`src/rtl/spi_controller.sv`:
```
// SPI mode-0 bus initiator: byte-wide valid/ready in, SCLK/CS_n/COPI out, CIPO byte back.
// Multi-byte frames hold CS_n low between bytes until a byte flagged last completes.
module spi_controller #(
   parameter int CLKS_PER_HALF_BIT = 4,
   parameter int CS_INACTIVE_CLKS  = 2
) (
   input  logic       i_clk,
   input  logic       i_reset_n,
   input  logic [7:0] i_tx_byte,
   input  logic       i_tx_dv,
   input  logic       i_tx_last,
   output logic       o_tx_ready,
   output logic [7:0] o_rx_byte,
   output logic       o_rx_dv,
   output logic       o_spi_clk,
   input  logic       i_spi_cipo,
   output logic       o_spi_copi,
   output logic       o_spi_cs_n
);

   localparam int HW = $clog2(CLKS_PER_HALF_BIT + 1);
   localparam int CW = $clog2(CS_INACTIVE_CLKS + 1);
   localparam logic [HW-1:0] HALF_LAST = HW'(CLKS_PER_HALF_BIT - 1);
   localparam logic [CW-1:0] CS_LAST   = CW'(CS_INACTIVE_CLKS - 1);

   typedef enum logic [2:0] {
      ST_IDLE   = 3'd0,
      ST_SETUP  = 3'd1,
      ST_SHIFT  = 3'd2,
      ST_HOLD   = 3'd3,
      ST_CS_OFF = 3'd4
   } state_t;

   state_t        state_r, state_nx_s;
   logic [HW-1:0] half_r, half_nx_s;
   logic [2:0]    bit_r, bit_nx_s;
   logic          high_r, high_nx_s;
   logic [CW-1:0] cs_cnt_r, cs_cnt_nx_s;
   logic [7:0]    tx_r, tx_nx_s;
   logic          last_r, last_nx_s;
   logic [7:0]    shreg_r, shreg_nx_s;
   logic          cs_n_r, cs_n_nx_s;
   logic          sclk_r, sclk_nx_s;
   logic          copi_r, copi_nx_s;
   logic          ready_r, ready_nx_s;
   logic [7:0]    rx_byte_r, rx_byte_nx_s;
   logic          rx_dv_r, rx_dv_nx_s;
   logic          accept_s;

   assign accept_s = i_tx_dv & ready_r;

   // State, counters, datapath and registered pin values.
   always_ff @(posedge i_clk or negedge i_reset_n) begin
      if (!i_reset_n) begin
         state_r   <= ST_IDLE;
         half_r    <= '0;
         bit_r     <= 3'd0;
         high_r    <= 1'b0;
         cs_cnt_r  <= '0;
         tx_r      <= 8'h00;
         last_r    <= 1'b0;
         shreg_r   <= 8'h00;
         cs_n_r    <= 1'b1;
         sclk_r    <= 1'b0;
         copi_r    <= 1'b0;
         ready_r   <= 1'b1;
         rx_byte_r <= 8'h00;
         rx_dv_r   <= 1'b0;
      end else begin
         state_r   <= state_nx_s;
         half_r    <= half_nx_s;
         bit_r     <= bit_nx_s;
         high_r    <= high_nx_s;
         cs_cnt_r  <= cs_cnt_nx_s;
         tx_r      <= tx_nx_s;
         last_r    <= last_nx_s;
         shreg_r   <= shreg_nx_s;
         cs_n_r    <= cs_n_nx_s;
         sclk_r    <= sclk_nx_s;
         copi_r    <= copi_nx_s;
         ready_r   <= ready_nx_s;
         rx_byte_r <= rx_byte_nx_s;
         rx_dv_r   <= rx_dv_nx_s;
      end
   end

   // Next state; pin values are computed one cycle ahead so every output is a flop.
   always_comb begin
      state_nx_s   = state_r;
      half_nx_s    = half_r;
      bit_nx_s     = bit_r;
      high_nx_s    = high_r;
      cs_cnt_nx_s  = cs_cnt_r;
      tx_nx_s      = tx_r;
      last_nx_s    = last_r;
      shreg_nx_s   = shreg_r;
      cs_n_nx_s    = cs_n_r;
      sclk_nx_s    = sclk_r;
      copi_nx_s    = copi_r;
      ready_nx_s   = ready_r;
      rx_byte_nx_s = rx_byte_r;
      rx_dv_nx_s   = 1'b0;
      case (state_r)
         ST_IDLE, ST_HOLD: begin
            if (accept_s) begin
               state_nx_s = ST_SETUP;
               half_nx_s  = '0;
               tx_nx_s    = i_tx_byte;
               last_nx_s  = i_tx_last;
               cs_n_nx_s  = 1'b0;
               sclk_nx_s  = 1'b0;
               copi_nx_s  = i_tx_byte[7];
               ready_nx_s = 1'b0;
            end else begin
               state_nx_s = state_r;
            end
         end
         ST_SETUP: begin
            if (half_r == HALF_LAST) begin
               state_nx_s = ST_SHIFT;
               half_nx_s  = '0;
               bit_nx_s   = 3'd0;
               high_nx_s  = 1'b1;
               sclk_nx_s  = 1'b1;
            end else begin
               half_nx_s = half_r + HW'(1'b1);
            end
         end
         ST_SHIFT: begin
            if (half_r != HALF_LAST) begin
               half_nx_s = half_r + HW'(1'b1);
            end else if (high_r) begin
               // End of a high phase: sample CIPO, drop SCLK, present the next bit.
               half_nx_s  = '0;
               high_nx_s  = 1'b0;
               sclk_nx_s  = 1'b0;
               shreg_nx_s = {shreg_r[6:0], i_spi_cipo};
               if (bit_r == 3'd7) begin
                  rx_dv_nx_s   = 1'b1;
                  rx_byte_nx_s = {shreg_r[6:0], i_spi_cipo};
               end else begin
                  copi_nx_s = tx_r[3'd6 - bit_r];
               end
            end else if (bit_r != 3'd7) begin
               half_nx_s = '0;
               high_nx_s = 1'b1;
               sclk_nx_s = 1'b1;
               bit_nx_s  = bit_r + 3'd1;
            end else if (last_r) begin
               state_nx_s  = ST_CS_OFF;
               cs_cnt_nx_s = '0;
               cs_n_nx_s   = 1'b1;
               copi_nx_s   = 1'b0;
            end else begin
               state_nx_s = ST_HOLD;
               ready_nx_s = 1'b1;
            end
         end
         ST_CS_OFF: begin
            if (cs_cnt_r == CS_LAST) begin
               state_nx_s = ST_IDLE;
               ready_nx_s = 1'b1;
            end else begin
               cs_cnt_nx_s = cs_cnt_r + CW'(1'b1);
            end
         end
         default: begin
            state_nx_s = ST_IDLE;
            cs_n_nx_s  = 1'b1;
            sclk_nx_s  = 1'b0;
            copi_nx_s  = 1'b0;
            ready_nx_s = 1'b1;
         end
      endcase
   end

   assign o_tx_ready = ready_r;
   assign o_rx_byte  = rx_byte_r;
   assign o_rx_dv    = rx_dv_r;
   assign o_spi_clk  = sclk_r;
   assign o_spi_copi = copi_r;
   assign o_spi_cs_n = cs_n_r;

endmodule

```
`config.mk`:
```
export PLATFORM = sky130hd
export DESIGN_NAME = spi_controller
export DESIGN_NICKNAME = d
export VERILOG_FILES = /design/src/rtl/spi_controller.sv
export SDC_FILE = /design/constraint.sdc
export NUM_CORES = 1
export LEC_CHECK = 0
export CAP_MARGIN = 25
export CORE_UTILIZATION = 58
export DETAILED_ROUTE_END_ITERATION = 10
export GPL_ROUTABILITY_DRIVEN = 0
export PLACE_DENSITY = 0.91
export REMOVE_ABC_BUFFERS = 1
export SYNTH_ARGS = -nofsm -noshare
export SYNTH_HDL_FRONTEND = slang
export SYNTH_SLANG_ARGS = --single-unit
```
`constraint.sdc`:
```
create_clock -name i_clk -period 4.1 [get_ports i_clk]
set_input_delay 0.615 -clock i_clk [delete_from_list [all_inputs] [get_ports i_clk]]
set_output_delay 0.615 -clock i_clk [all_outputs]
set_load 0.1 [all_outputs]
```
==> results by group, run 1 <==
Finish
  • Share of layout cells above drive strength 1: 0.2073
  • Commonest non-fill, non-tap cells in the layout: dfrtp_1, mux2_2, clkdlybuf4s50_1, nor2_1, nand2_1
  • Area growth syn-to-layout: 16.48%
  • Finished Cell Area: 2291 sq um
  • Nets: 211
  • Fill count: 212
  • Antenna cells: 0
  • Finished Layout Cells: 237
  • Commonest non-fill, non-tap cell in the layout: dfrtp_1

Yosys
  • Asr flop ratio synth: 1.000
  • Post-Syn Area: 1967 sq um
  • Post-synthesis cell type count: 36
  • Mean Syn Cell Area: 11.78 sq um
  • EDFF count, synth: 0
  • YS warnings: 0
  • Post-Syn Instances: 167
  • Post-synth top flop: dfrtp_1
  • Synthesized flop and latch total: 41
  • Sequential fraction of the synthesis area: 0.5229

Place
  • Post-DP Area: 2236 sq um
  • DP Cell Count: 229
  • DP Wirelength: 2570 microns
  • PortBufs: 25

Setup path
  • Count of buffer and inverter cells on the critical path: 1
  • Worst-path cell chain: clkdlybuf4s50_1
  • Arr. time, crit path: 2.04 ns
  • Crit Path Category: flip-flop to output pin
  • CP delay by family, top: buffers and inverters
  • Reg2reg start: state_r[0]
  • Crit path max-delay cell type: clkdlybuf4s50_1
  • Critical Path Max Stage Delay: 1.13 ns
  • CP Capture Type: output pin
  • R2R cell count: 4
  • Crit path max fanout: 3
  • R2r endpoint: o_rx_byte[0]
  • Worst setup SP type: flip-flop
  • Critical Path RT: 3.48 ns
  • Flop2flop setup slack: 1.96 ns

CTS
  • Clock Root Buffer: clkbuf_4
  • CTS tree: done
  • H-tree levels: 2
  • Sinks on the clock net: 41
  • TritonCTS Buffers: 5
  • PostCTS Resize Cnt: 0
  • Post-CTS Hold Fix Bufs: 0
  • CTS max path bufs: 2
  • Clock transition at path regs: 0.12 ns
  • Post-CTS Setup Bufs: 0
  • Worst-Skew Late Latency: 0.35 ns

Floorplanning
  • Cell Rows: 20
  • I/O pin total: 26
  • Die H: 60.24 microns
  • Die Wd: 60.24 microns
  • Core ar.: 3128 sq um
  • Initial Util: 0.6288
  • Die ar.: 3628 sq um

STA
  • Setup TNS: 0 ns
  • Hold_ws: 0.3656 ns
  • Fin crit share: 0.6483
  • RSZ-0062 raised after global routing: no
  • Slew Viols, Final: 0
  • FMAX: 376.2 MHz
  • Clk_skew: 0.002736 ns
  • Pin slew with the least headroom to its limit: 0.9715 ns
  • Setup violators final: 0
  • Final hold vios: 0
  • Min Tclk post-route: 2.658 ns
  • Max-slew headroom: 0.3503

Routing
  • Via count: 1361
  • WL/cell: 15.07 microns
  • Via density: 5.743
  • First drt pass iteration count: 4
  • 1st-iter DRT viols: 64
  • Post-route DRC violation count: 0
  • Final ANT Viol Nets: 0
  • WL final: 3571 microns

Pwr
  • Max rail drop VDD: 0.0004261 V
  • Pwr dens: 606.3 nW/um^2
  • Leakage: 0.001058 uW

Flow run
  • Max-cap viol count: 0

Global route
  • Vias in the first global route: 1332
  • Gr usage total: 0.2370
  • Pin count of the biggest net entering global routing: 42
  • Antenna violations before repair: 0
  • GR Overflow Total: 0
  • First-pass GRT wire length: 6113 microns

Outcome
  • Status: complete, no violations

Min path
  • Hold Crit Class: primary input to async pin
[metrics by stage]
step / worst slack, ns / utilization / total power [uW]
floorplan: 1.732 / - / 1047
global placement: 1.843 / 0.7148 / 1164
detailed placement: 1.828 / 0.7148 / 1198
CTS: 1.429 / 0.7324 / 1396
global route: 1.411 / 0.7324 / 1476
finish: 1.442 / 0.7324 / 1389
[area by class of cell]
class                      instances  area [sq um]  area share
timing repair buffer              26         252.7      0.1103
sequential                        41          1028      0.4489
clock buffer                       5         37.54     0.01638
multi-input combinational        113         880.8      0.3845
tap                               44         55.05     0.02403
clock inverter                     3         17.52    0.007646
inverter                           5         18.77    0.008192
[registers in the layout (all words and copies together), names as in the netlist, 2 cells and up]
name / flops
cs_cnt_r: 2
shreg_r: 7
o_rx_byte: 8
bit_r: 3
half_r: 3
state_r: 3
tx_r: 8
[cells in the mapped netlist, types with 2 or more instances]
master	count	area [sq um]
dfstp_2	2	52.55
nor2b_1	6	37.54
inv_1	5	18.77
xor2_1	2	17.52
nand2_1	10	37.54
nor2_1	11	41.29
nor3_1	2	10.01
a21oi_1	5	25.02
mux2i_1	5	50.05
a22o_1	3	26.28
mux2_2	25	281.5
o22ai_1	3	18.77
o21ai_0	8	40.04
buf_2	7	35.03
o21a_1	3	22.52
a211oi_1	2	15.01
ha_1	6	75.07
dfrtp_1	39	975.9
nand2b_1	6	37.54
[metal layers]
layer	vias up	track usage	wire length [microns]
li1	646	-	-
met1	677	0.2932	1578
met2	31	0.3925	1806
met3	7	0.04545	114
met4	0	0.1196	72
met5	-	0	0
[power by group]
part	leakage [uW]	switching, uW	internal [uW]	total, uW
clock network	0.0000310	133	64.7	197
registers	0.000531	101	511	612
logic	0.000496	348	232	580
[logic make-up after synthesis]
logic type | Yosys count | synth area share
flip-flops | 41 | 0.5229
XOR/XNOR | 3 | 0.01336
buffers and inverters | 13 | 0.02926
adder cells (fa/ha/maj) | 6 | 0.03817
multiplexers | 31 | 0.1800
AND/OR/NAND/NOR | 43 | 0.1158
AO/OA/AOI/OAI | 30 | 0.1005
[worst max-delay path by stage]
stage | from | to | slack (ns) | depth (start not counted)
2_1_floorplan | o_tx_ready | tx_r[0] | 1.73 | 3
3_3_place_gp | o_tx_ready | o_tx_ready | 1.84 | 1
3_5_place_dp | o_tx_ready | o_tx_ready | 1.83 | 1
4_1_cts | o_tx_ready | o_tx_ready | 1.43 | 1
5_1_grt | o_tx_ready | o_tx_ready | 1.41 | 1
6_report | o_tx_ready | o_tx_ready | 1.44 | 1
Note: power is estimated with default switching activity, not from simulation.
==> inputs of run 2 (changes only) <==
CORE_UTILIZATION = 49   (was 58)
PLACE_DENSITY = 0.83   (was 0.91)
clock period = 2.38 ns   (was 4.1 ns; I/O delays follow)
==> run 2 against run 1 <==
Compared with the run above:
- global-route usage is 4.1 points lower
- flip-flop and latch count stayed put
- sequential share of layout area is 0.29 points lower
==> results by group, run 2 (synthesis results as in run 1) <==
Outcome
  • Status: complete, no violations

CTS
  • PostCTS Resize Cnt: 0 (unchanged)
  • H-tree levels: 2 (unchanged)
  • Clock Root Buffer: clkbuf_8
  • Clock transition at path regs: 0.08 ns (-0.04 ns)
  • Worst-Skew Late Latency: 0.29 ns (-0.06 ns)
  • Post-CTS Setup Bufs: 0 (unchanged)
  • Sinks on the clock net: 41 (unchanged)
  • TritonCTS Buffers: 5 (unchanged)
  • CTS tree: done
  • CTS max path bufs: 2 (unchanged)
  • Post-CTS Hold Fix Bufs: 0 (unchanged)

Min path
  • Hold Crit Class: primary input to async pin

Place
  • DP Wirelength: 2730 microns (+6.2%)
  • DP Cell Count: 234 (+2.2%)
  • PortBufs: 25 (unchanged)

STA
  • Max-slew headroom: 0.4153 (+0.06498)
  • Pin slew with the least headroom to its limit: 0.8770 ns (-0.09442 ns)
  • Hold_ws: 0.1788 ns (-0.1868 ns)
  • Fin crit share: 0.8802
  • Setup TNS: 0 ns (unchanged)
  • RSZ-0062 raised after global routing: no
  • Clk_skew: 0.004350 ns (+0.001614 ns)
  • Slew Viols, Final: 0 (unchanged)
  • Setup violators final: 0 (unchanged)
  • Min Tclk post-route: 2.095 ns
  • Final hold vios: 0 (unchanged)
  • FMAX: 477.4 MHz

Finish
  • Commonest non-fill, non-tap cells in the layout: dfrtp_1, mux2_2, buf_4, nor2_1, clkdlybuf4s50_1
  • Finished Layout Cells: 241 (+1.7%)
  • Area growth syn-to-layout: 17.24%
  • Finished Core Util: 0.6160 (-0.1164)
  • Commonest non-fill, non-tap cell in the layout: dfrtp_1
  • Antenna cells: 0 (unchanged)
  • Share of layout cells above drive strength 1: 0.2746 (+0.06736)
  • Nets: 212 (+0.47%)

Setup path
  • Crit path max fanout: 12 (+9)
  • CP Capture Type: flip-flop
  • Worst setup SP type: flip-flop
  • R2r endpoint: o_rx_byte[7]
  • Arr. time, crit path: 2.27 ns (+0.23 ns)
  • Flop2flop setup slack: 0.29 ns (-1.67 ns)
  • Reg2reg start: state_r[0]
  • Crit Path Category: flip-flop to flip-flop
  • Critical Path RT: 2.55 ns (-0.93 ns)
  • R2R cell count: 4 (unchanged)

Global route
  • GR Overflow Total: 0 (unchanged)
  • GR peak layer: met2
  • Gr usage total: 0.1957 (-0.04127)
  • Pin count of the biggest net entering global routing: 42 (unchanged)
  • Grt met1 use: 0.2358 (-0.05736)
  • First-pass GRT wire length: 6147 microns (+0.56%)
  • Vias in the first global route: 1326 (-0.45%)
  • Met2 Use GR: 0.3260 (-0.06643)
  • GR Layer Usage met3: 0.05556 (+0.01010)
  • Antenna violations before repair: 0 (unchanged)

Pwr
  • Switch share: 0.4021 (-0.01663)
  • Max rail drop VDD: 0.0006660 V (+56%)
  • Gate power share: 0.400 (-0.018)
  • Clock power share: 0.183 (+0.041)
  • Seq pwr share: 0.417 (-0.023)
  • Pwr dens: 1092 nW/um^2 (+80%)
  • Leakage: 0.001099 uW (+3.9%)
  • Switch Pwr: 1012 uW (+74%)
  • Internal power: 1505 uW (+86%)

Routing
  • Via density: 5.701 (-0.72%)
  • 1st-iter DRT viols: 75 (+17%)
  • First drt pass iteration count: 4 (unchanged)
  • WL final: 3710 microns (+3.9%)
  • Post-route DRC violation count: 0 (unchanged)
  • Via count: 1374 (+0.96%)
  • Final ANT Viol Nets: 0 (unchanged)
  • WL/cell: 15.39 microns (+2.2%)

Floorplanning
  • Die ar.: 4271 sq um (+18%)
  • Die Wd: 65.36 microns (+8.5%)
  • Die H: 65.36 microns (+8.5%)
  • Initial Util: 0.5254 (-0.1034)
  • I/O pin total: 26 (unchanged)
  • Cell Rows: 22 (+10%)
  • Core ar.: 3744 sq um (+20%)

Flow run
  • Max-cap viol count: 0 (unchanged)
-- run 2: metrics by stage --
step	cell area (sq um)	setup WS, ns	total power [uW]
final	2306	0.2852	2517
after detailed placement	2216	0.3170	2067
after global routing	2306	0.1761	2675
after CTS	2306	0.3002	2527
after floorplan	1928	0.01157	1804
after global placement	2216	0.4264	2013
-- run 2: area by class of cell --
cell class                      count  area [sq um]
Multi-Input combinational cell    113         880.8
Sequential cell                    41          1028
Fill cell                         318          1438
Clock inverter                      1         7.507
Clock buffer                        6         82.58
Inverter                            5         18.77
Timing Repair Buffer               27         227.7
Tap cell                           48         60.06
-- run 2: worst max-delay path by stage --
| stage | startpoint | end | slack, ns | depth (start not counted) |
|---|---|---|---|---|
| 2_1_floorplan | o_tx_ready | tx_r[0] | 0.01 | 3 |
| 3_3_place_gp | state_r[0] | o_rx_byte[0] | 0.43 | 4 |
| 3_5_place_dp | state_r[0] | o_rx_byte[7] | 0.32 | 4 |
| 4_1_cts | state_r[0] | o_rx_byte[7] | 0.30 | 4 |
| 5_1_grt | state_r[0] | o_rx_byte[7] | 0.18 | 4 |
| 6_report | state_r[0] | o_rx_byte[7] | 0.29 | 4 |
-- run 2: worst max-delay path: stages (launching register included) --
cell     delay, ns
dfrtp_1       0.51
and2b_1       0.32
nor2b_1       0.40
nand4_2       0.35
mux2_2        0.38
-- run 2: power by group through the flow --
stage / Clock, uW / Sequential, uW / Combinational (uW)
6_report: 461 / 1050 / 1010
3_5_place_dp: 0 / 1070 / 1000
4_1_cts: 471 / 1050 / 1010
2_1_floorplan: 0 / 1250 / 556
5_1_grt: 500 / 1080 / 1100
3_3_place_gp: 0 / 1050 / 967
-- run 2: metal layers --
layer	share of wire	routed length, microns
met1	0.41	1527
met2	0.52	1923
met3	0.053	198
met4	0.016	61
met5	0	0
==> inputs of run 3 (changes only) <==
CORE_UTILIZATION = 56   (was 49)
DONT_BUFFER_PORTS = 1   (was unset)
PLACE_DENSITY = 0.82   (was 0.83)
SLEW_MARGIN = 20   (was unset)
==> run 3 against run 2 <==
Compared with the run above:
- die area decreased by 12%
- fmax decreased by 2.3%
- critical endpoint is now o_rx_byte[0]
- non-clock buffer count decreased by 20
- clock skew increased by 0.0094 ns
- via count decreased by 3.4%
- largest cell class unchanged
- largest power group unchanged
==> results by group, run 3 (synthesis results as in run 1) <==
CTS
  • TritonCTS Buffers: 5 (unchanged)
  • Post-CTS Setup Bufs: 0 (unchanged)
  • Worst-Skew Late Latency: 0.35 ns (+0.06 ns)
  • CTS tree: done
  • Clock transition at path regs: 0.13 ns (+0.05 ns)
  • H-tree levels: 2 (unchanged)
  • Clock Root Buffer: clkbuf_4
  • Sinks on the clock net: 41 (unchanged)
  • CTS max path bufs: 2 (unchanged)

Finish
  • Commonest non-fill, non-tap cells in the layout: dfrtp_1, mux2_2, nor2_1, nand2_1, o21ai_0
  • Commonest non-fill, non-tap cell in the layout: dfrtp_1
  • Finished Cell Area: 2137 sq um (-7.3%)
  • Area growth syn-to-layout: 8.651%
  • Nets: 192 (-9.4%)
  • Share of layout cells above drive strength 1: 0.2529 (-0.02174)
  • Antenna cells: 0 (unchanged)

Place
  • PortBufs: 0 (-100%)
  • Post-DP Area: 2023 sq um (-8.7%)
  • Place WS: 0.2993 ns (-0.01765 ns)
  • DP Wirelength: 2493 microns (-8.7%)

Setup path
  • R2R cell count: 4 (unchanged)
  • Arr. time, crit path: 2.39 ns (+0.12 ns)
  • Worst setup SP type: flip-flop
  • Crit Path Category: flip-flop to flip-flop
  • Crit path max fanout: 12 (unchanged)
  • R2r endpoint: o_rx_byte[0]
  • Flop2flop setup slack: 0.24 ns (-0.05 ns)
  • CP Capture Type: flip-flop
  • Reg2reg start: state_r[0]
  • Critical Path RT: 2.62 ns (+0.07 ns)

STA
  • Clk_skew: 0.01372 ns (+0.009373 ns)
  • Pin slew with the least headroom to its limit: 0.9100 ns (+0.03296 ns)
  • Setup violators final: 0 (unchanged)
  • Fin crit share: 0.9011 (+0.02096)
  • FMAX: 466.3 MHz (-2.3%)
  • Min Tclk post-route: 2.145 ns (+0.04989 ns)
  • Slew Viols, Final: 0 (unchanged)
  • Max-slew headroom: 0.3933 (-0.02197)
  • Setup TNS: 0 ns (unchanged)
  • Final worst setup slack: 0.2353 ns (-0.04989 ns)
  • RSZ-0062 raised after global routing: no
  • Final hold vios: 0 (unchanged)

Pwr
  • Leakage: 0.001009 uW (-8.1%)
  • Pwr dens: 1166 nW/um^2 (+6.8%)
  • Max rail drop VDD: 0.0006349 V (-4.7%)

Routing
  • Via density: 6.032 (+5.8%)
  • Final ANT Viol Nets: 0 (unchanged)
  • WL final: 3497 microns (-5.7%)
  • Via count: 1327 (-3.4%)
  • 1st-iter DRT viols: 45 (-40%)
  • First drt pass iteration count: 4 (unchanged)
  • Post-route DRC violation count: 0 (unchanged)
  • WL/cell: 15.90 microns (+3.3%)

Floorplanning
  • I/O pin total: 26 (unchanged)
  • Initial Util: 0.5848 (+0.05942)
  • Cell Rows: 21 (-4.5%)
  • Die ar.: 3753 sq um (-12%)
  • Die H: 61.27 microns (-6.3%)
  • Core ar.: 3363 sq um (-10%)
  • Die Wd: 61.27 microns (-6.3%)

Global route
  • Gr usage total: 0.2165 (+0.02082)
  • GR Overflow Total: 0 (unchanged)
  • Vias in the first global route: 1324 (-0.15%)
  • Antenna violations before repair: 0 (unchanged)
  • First-pass GRT wire length: 5858 microns (-4.7%)
  • Pin count of the biggest net entering global routing: 42 (unchanged)

Min path
  • Worst Hold End: last_r
  • Worst hold path cell count: 2
  • Hold path startpoint: i_tx_last
  • Hold Crit Class: primary input to flip-flop

Flow run
  • Max-cap viol count: 0 (unchanged)

Outcome
  • Status: complete, no violations
-- run 3: cell count changes in the layout (fill, tap and decap cells not counted), sizes merged --
| cell | delta |
|---|---|
| clkinv | +1 |
| bufinv | +1 |
| dlygate4sd3 | +1 |
| clkdlybuf4s50 | -11 |
| clkbuf | -1 |
| buf | -10 |
-- run 3: final cells by class --
| type | instances | area [sq um] |
|---|---|---|
| inverters | 5 | 18.77 |
| multi-input cells | 113 | 880.8 |
| clock buffers | 5 | 37.54 |
| fillers | 294 | 1226 |
| clock inverters | 3 | 46.29 |
| well taps | 46 | 57.56 |
| flip-flops and latches | 41 | 1028 |
| repair buffers | 7 | 67.56 |
-- run 3: worst max-delay path by stage --
stage                    start           end  slack [ns]  depth (start not counted)
floorplan           o_tx_ready       tx_r[0]        0.01                          3
global placement    state_r[0]  o_rx_byte[0]        0.44                          4
detailed placement  state_r[0]  o_rx_byte[0]        0.30                          4
CTS                 state_r[0]  o_rx_byte[0]        0.26                          4
global route        state_r[0]  o_rx_byte[0]        0.14                          4
finish              state_r[0]  o_rx_byte[0]        0.24                          4
-- run 3: metal layers --
metal / vias to the layer above / GRT usage / share of wire
met5: - / 0 / 0
met2: 66 / 0.3416 / 0.49
met3: 12 / 0.05672 / 0.067
met4: 0 / 0.1169 / 0.033
met1: 642 / 0.2734 / 0.41
li1: 607 / - / -
-- run 3: stage by stage --
stage | utilization | hold slack [ns] | power, uW | std cells
after floorplan | - | 0.06141 | 1804 | 159
after global placement | 0.6016 | 0.06243 | 1965 | 210
after detailed placement | 0.6016 | 0.06259 | 2021 | 210
after CTS | 0.6354 | 0.1376 | 2496 | 220
after global routing | 0.6354 | 0.1302 | 2637 | 220
final | 0.6354 | 0.1408 | 2492 | 220
-- run 3: power breakdown --
| part | internal, uW | switching (uW) |
|---|---|---|
| Clock | 223 | 229 |
| Combinational | 376 | 571 |
| Sequential | 881 | 214 |
-- run 3: worst max-delay path, stage by stage, from the launching register on --
cell	delay, ns
dfrtp_1	0.53
and2b_1	0.33
nor2b_1	0.44
nand4_2	0.36
mux2_2	0.38
-- run 3: repair_timing --
action	CTS	global route
hold buffers	2	0
endpoints found under the hold margin	41	0
resized for setup	0	0
endpoints found under the setup margin	0	0
